File: src/rtl/mmm_mod_inverse.sv
// rtl/mmm_mod_inverse.sv - Hensel-lifting modular inverse modulo 2^k for Montgomery set-up
module mmm_mod_inverse #(
  parameter int IDW = 256,
  parameter int ODW = IDW + 3,
  parameter int N   = 256,
  parameter int NW  = $clog2(N),
  parameter int PW  = 260,
  parameter bit MOD = 1'b1
) (
  input  logic             i_clk,
  input  logic             i_rstn,
  input  logic             i_en,
  input  logic [IDW-1:0]   i_a,
  input  logic [PW-1:0]    i_p,
  input  logic             i_ready,
  output logic             o_valid,
  output logic [ODW-1:0]   o_m_b
);

  // Accumulator holds s in [-1, a]; s + a needs one bit above a plus a sign bit.
  localparam int SW  = N + 2;
  // Bit-count / iteration index width; must hold values up to ODW = N + 3.
  localparam int KW  = NW + 1;
  // Width of a bit index into i_p.
  localparam int PIW = $clog2(PW);

  // +1 seeds a*y + 1 == s*2^cnt (negated inverse); -1 seeds a*y - 1 == s*2^cnt.
  localparam logic signed [SW-1:0] S_INIT =
    MOD ? {{(SW-1){1'b0}}, 1'b1} : {SW{1'b1}};

  typedef enum logic [1:0] {
    IDLE = 2'd0,
    CALC = 2'd1,
    DONE = 2'd2
  } state_t;

  state_t                state;
  logic [IDW-1:0]        a;
  logic signed [SW-1:0]  s;
  logic [ODW-1:0]        y;
  logic [KW-1:0]         k;
  logic [KW-1:0]         cnt;

  logic [PIW-1:0]        p_msb;
  logic [KW-1:0]         k_start;
  logic signed [SW-1:0]  s_sum;
  logic signed [SW-1:0]  s_next;

  // Position of the highest set bit of the modulus; zero modulus maps to index 0.
  always_comb begin
    p_msb = '0;
    for (int i = 0; i < PW; i++) begin
      if (i_p[i]) begin
        p_msb = PIW'(i);
      end
    end
  end

  // Clamp the bit count to the result width so every result bit has a home.
  always_comb begin
    k_start = '0;
    if (int'(p_msb) > ODW) begin
      k_start = KW'(ODW);
    end else begin
      k_start = KW'(p_msb);
    end
  end

  // One Hensel step: add a whenever the low bit is set so the sum is even, then halve.
  always_comb begin
    s_sum  = s + (s[0] ? $signed({{(SW-IDW){1'b0}}, a}) : {SW{1'b0}});
    s_next = s_sum >>> 1;
  end

  // Control FSM and datapath registers; outputs are registered and only change in DONE.
  always_ff @(posedge i_clk or negedge i_rstn) begin
    if (!i_rstn) begin
      state   <= IDLE;
      a       <= '0;
      s       <= '0;
      y       <= '0;
      k       <= '0;
      cnt     <= '0;
      o_valid <= 1'b0;
      o_m_b   <= '0;
    end else begin
      case (state)
        IDLE: begin
          if (i_en) begin
            a     <= i_a;
            k     <= k_start;
            y     <= '0;
            s     <= S_INIT;
            cnt   <= '0;
            state <= (k_start == '0) ? DONE : CALC;
          end
        end
        CALC: begin
          y[cnt] <= s[0];
          s      <= s_next;
          cnt    <= cnt + KW'(1);
          if (cnt == k - KW'(1)) begin
            state <= DONE;
          end
        end
        DONE: begin
          if (!o_valid) begin
            o_valid <= 1'b1;
            o_m_b   <= y;
          end else if (i_ready) begin
            o_valid <= 1'b0;
            state   <= IDLE;
          end
        end
        default: begin
          state <= IDLE;
        end
      endcase
    end
  end

endmodule

File: config.mk
export PLATFORM = sky130hd
export DESIGN_NAME = mmm_mod_inverse
export DESIGN_NICKNAME = d
export VERILOG_FILES = /design/src/rtl/mmm_mod_inverse.sv
export SDC_FILE = /design/constraint.sdc
export NUM_CORES = 2
export LEC_CHECK = 0
export CORE_UTILIZATION = 50
export DETAILED_ROUTE_END_ITERATION = 8
export DONT_BUFFER_PORTS = 1
export GPL_TIMING_DRIVEN = 0
export PLACE_DENSITY = 0.75
export SLEW_MARGIN = 20
export SYNTH_ARGS = -nofsm -noshare
export SYNTH_HDL_FRONTEND = slang
export SYNTH_SLANG_ARGS = --single-unit
File: constraint.sdc
create_clock -name i_clk -period 16.2 [get_ports i_clk]
set_clock_uncertainty 0.1 [all_clocks]
set_input_delay 0.81 -clock i_clk [delete_from_list [all_inputs] [get_ports i_clk]]
set_output_delay 0.81 -clock i_clk [all_outputs]
set_load 0.03 [all_outputs]
==> impl_metrics.csv <==
group,metric,value,unit
status,run_status,"completed",
placement,dp_hpwl,163,mm
synthesis,area_fraction_in_and_or_nand_and_nor_cells_after_synthesis,0.221,
power,switching_share,0.444,
routing,totalWireLength,217,mm
sta,max_clock_freq,0.117,GHz
clock_tree,clock_sink_count,1052,
synthesis,synthesis.area_per_instance,8.65,sq um
final_layout,multi_input_area,33000,sq um
synthesis,netlist_area,61300,sq um
synthesis,synth_top_cells_by_area,"sky130_fd_sc_hd__dfrtp_1, sky130_fd_sc_hd__nand2_1, sky130_fd_sc_hd__ha_1, sky130_fd_sc_hd__mux2_2, sky130_fd_sc_hd__o21ai_0",
clock_tree,cts_inserted_buffers,113,
setup_path,critical_path_arrival,9.09,ns
floorplanning,overall_die_height,352,um
clock_tree,ctsRootBufferMaster,"sky130_fd_sc_hd__clkbuf_16",
setup_path,cpMostUsedCell,"sky130_fd_sc_hd__o21ai_1",
synthesis,synth-seq-area-share,0.430,
routing,final_antenna_net_count,0,
global_routing,grt_first_pass_wirelength,327,mm
floorplanning,fp.dieArea,124000,sq um
sta,finalSetupViolations,0,
setup_path,critical-path-top-delay-family,"compound AO/OA/AOI/OAI gates",
placement,place.gp.congestion,1.05,
synthesis,mappedNetlistNets,7861,
power,power_density,178,nW/um^2
final_layout,sequential_cell_area,26300,sq um
sta,worstMarginPinSlew,1.32,ns
floorplanning,die_x,352,um
setup_path,worst-setup-path-type,"flip-flop to flip-flop",
synthesis,synth_area_leader_cell,"sky130_fd_sc_hd__dfrtp_1",
synthesis,share_of_flip_flops_with_an_asynchronous_set_or_reset,1.00,
clock_tree,clkSlewWorstSetupHoldPaths,0.06,ns
synthesis,ys.warnings.count,0,
floorplanning,floorplan.io_pins,780,
sta,time_the_final_worst_path_needs_with_i_o_delays_and_setup,8.58,ns
routing,drt_iter0_markers,5438,
sta,max-slew-margin-rel,0.122,
synthesis,ys_dominant_reg_cell,"sky130_fd_sc_hd__dfrtp_1",
power,power.sequential.fraction,0.324,
setup_path,cpMaxStageDelayCell,"sky130_fd_sc_hd__o41ai_1",
run,max_cap_violations,0,
setup_path,timing.critical_path.buf_inv,3,
clock_tree,cts.path.max_buffers,3,
synthesis,muxShareOfSynthArea,0.0478,
sta,report.final.hold_viol_count,0,
synthesis,synthesized_flop_and_latch_total,1052,
global_routing,globalRouteOverflowTotal,0,
global_routing,pin_count_of_the_biggest_net_entering_global_routing,1053,
synthesis,synth_fa_ha_area_frac,0.0534,
global_routing,first_global_vias,53800,
clock_tree,cts-htree-levels,3,
synthesis,synth_largest_type_area_fraction,0.430,
global_routing,gr-usage-all-layers,0.341,
routing,wire_per_inst,24.3,um
floorplanning,std_cell_rows,128,
sta,setup_tns,0,ns
final_layout,area_growth_syn_to_fin,10.2,%
synthesis,synth_xor_area_frac,0.0370,
power,power_frac_clock,0.226,
clock_tree,tritoncts,"done",
routing,drcViolationCount,0,
routing,drt_first_pass_iters,6,
power,peakVddDrop,0.109,mV
worst_hold_path,timing.hold.worst.class,"input pin to flip-flop",
sta,rsz_0062_raised_after_global_routing,"no",
sta,slew_violations,0,
synthesis,ys_types,100,
sta,fin_crit_sh,0.530,
final_layout,layout-drive-gt1-share,0.0752,
synthesis,synth-compound-area-share,0.179,
power,comb_power_share,0.450,
sta,worst_slack,7.62,ns
setup_path,critical_path_required,16.71,ns
synthesis,synth_top_family_by_area,"simple AND/OR/NAND/NOR gates",
final_layout,nets,7987,
floorplanning,initial_cell_density_of_the_core,0.503,
clock_tree,worst_skew_pair_latency,0.78,ns
synthesis,postSynthCellCount,7080,
routing,detail_route.vias_per_cell,6.19,
setup_path,timing.critical_path.slowest_cell_delay,0.83,ns
placement,io_buffer_count,0,
setup_path,kind_of_start_point_of_the_critical_path,"flip-flop",
floorplanning,core,122000,sq um
placement,preCtsSetupSlack,7.97,ns
setup_path,critical_path_peak_fanout,10,
power,p_sw,5.34,mW
power,p_leak,31.9,nW
clock_tree,post_cts_buffers,0,
setup_path,critPathCaptureType,"flip-flop",
synthesis,edff_count_synth,0,
power,internal_power_contribution,6.69,mW
final_layout,n_fill_cell,11000,
routing,routed-via-count,55300,
global_routing,initial_antenna_violation_count,31,
[kinds of logic (layout without fill, tap and decap cells)]
| family | count (synthesis) | count (layout) |
|---|---|---|
| DFF | 1052 | 1052 |
| buffers and inverters | 530 | 751 |
| other | 0 | 11 |
| and+or+nand+nor | 2981 | 2981 |
| AOI/OAI and AO/OA | 1737 | 1737 |
| xor gates and xnor gates | 259 | 259 |
| muxes | 260 | 260 |
| adders and majority gates | 261 | 261 |
[metal layers]
metal,track usage,share of wire
met5,0,0.00056
met1,0.426,0.39
met4,0.209,0.071
met2,0.531,0.45
met3,0.0846,0.089
[power groups by stage]
stage / registers, mW / logic [mW] / clock network [mW]
floorplan: 3.72 / 3.93 / 0
global placement: 3.90 / 5.14 / 0
detailed placement: 3.92 / 5.24 / 0
CTS: 3.88 / 5.28 / 2.75
global route: 3.95 / 6.01 / 2.85
finish: 3.89 / 5.41 / 2.72
[final cells by class]
class / instances / area share
multi-input combinational: 5498 / 0.488
sequential: 1052 / 0.390
clock buffer: 157 / 0.0479
tap: 1625 / 0.0301
buffer: 410 / 0.0233
clock inverter: 53 / 0.00997
inverter: 120 / 0.00667
timing repair buffer: 11 / 0.00334
antenna: 11 / 0.000408
[state kept, by name (all words and copies together) (netlist names)]
register  cells
k             9
a           256
state         2
cnt           9
s           257
o_m_b       259
y           259
o_valid       1
[final timing paths]
path | slack, ns | startpoint | to | depth (start not counted)
max in group asynchronous | 13.02 | i_rstn | a[46]$_DFFE_PN0P_ | 4
min | 0.04 | i_a[83] | a[83]$_DFFE_PN0P_ | 2
max | 7.62 | s[0]$_DFFE_PN0P_ | s[253]$_DFFE_PN0P_ | 26
max reg2reg | 7.62 | s[0]$_DFFE_PN0P_ | s[253]$_DFFE_PN0P_ | 26
min reg2reg | 0.37 | a[13]$_DFFE_PN0P_ | a[13]$_DFFE_PN0P_ | 2
min in group asynchronous | 0.70 | i_rstn | y[190]$_DFFE_PN0P_ | 2
[synth_stat cells, drive strengths merged, types with 34 or more instances]
master  count
inv       120
nand2b     43
nor2      354
o21bai     65
a211oi     39
nand3     326
nand2    1533
o31ai      34
xor2      118
o21ai     555
ha        260
clkbuf    391
nand4      98
nor4       98
nor3       99
nor2b      45
mux2      259
xnor2     141
dfrtp    1052
a21oi     398
a21o      149
o211ai    281
and2      272
[worst reg2reg max path, stage by stage (launching register included)]
cell and delay [ns]:
sky130_fd_sc_hd__dfrtp_1 0.31, sky130_fd_sc_hd__buf_2 0.22, sky130_fd_sc_hd__clkbuf_1 0.58, sky130_fd_sc_hd__clkbuf_1 0.51
sky130_fd_sc_hd__nand2_1 0.24, sky130_fd_sc_hd__fa_1 0.49, sky130_fd_sc_hd__nor2b_1 0.23, sky130_fd_sc_hd__o31a_1 0.26
sky130_fd_sc_hd__o41ai_1 0.19, sky130_fd_sc_hd__a2bb2oi_1 0.31, sky130_fd_sc_hd__nand3_1 0.19, sky130_fd_sc_hd__o41ai_1 0.83
sky130_fd_sc_hd__and4_1 0.41, sky130_fd_sc_hd__o21ai_1 0.23, sky130_fd_sc_hd__a21o_1 0.26, sky130_fd_sc_hd__or2_1 0.30
sky130_fd_sc_hd__o31ai_2 0.45, sky130_fd_sc_hd__nor4b_2 0.42, sky130_fd_sc_hd__a21oi_1 0.27, sky130_fd_sc_hd__o21ai_1 0.37
sky130_fd_sc_hd__a211oi_1 0.22, sky130_fd_sc_hd__o21ai_2 0.33, sky130_fd_sc_hd__a211oi_1 0.14, sky130_fd_sc_hd__o21ai_1 0.22
sky130_fd_sc_hd__a21oi_1 0.11, sky130_fd_sc_hd__xor2_1 0.16, sky130_fd_sc_hd__o21ai_1 0.08
[metrics by stage]
step | hold WS, ns | total power [mW] | std cells | util | instance area (sq um)
CTS | -0.395 | 11.9 | 8918 | 0.553 | 67300
global placement | 0.354 | 9.04 | 8705 | 0.520 | 63300
finish | 0.0411 | 12.0 | 8937 | 0.555 | 67500
global route | 0.0210 | 12.8 | 8936 | 0.555 | 67500
floorplan | 0.337 | 7.65 | 7080 | - | 61300
detailed placement | 0.355 | 9.16 | 8707 | 0.521 | 63400
[layout by cell type (no fill, tap or decap), drive strengths merged, types with 20 or more instances in the layout]
master,Yosys,layout
clkbuf,391,548
o211ai,281,281
inv,120,124
mux2,259,259
nor2,354,354
a21o,149,149
clkinv,0,35
o21a,29,29
o21ai,555,555
a211oi,39,39
nor2b,45,45
or3,21,21
nand2b,43,43
dfrtp,1052,1052
nand2,1533,1533
or2,20,20
buf,19,28
a21oi,398,398
xor2,118,118
nor3,99,99
a31oi,32,32
nand4,98,98
and2,272,272
o31ai,34,34
nor4,98,98
nand3,326,326
ha,260,260
and3,26,26
xnor2,141,141
o21bai,65,65
[timing repair]
action | CTS | global route
hold buffers | 1 | 2
hold endpoints to repair | 1053 | 138
gates resized for setup | 0 | 0
(Power assumes the default switching activity.)
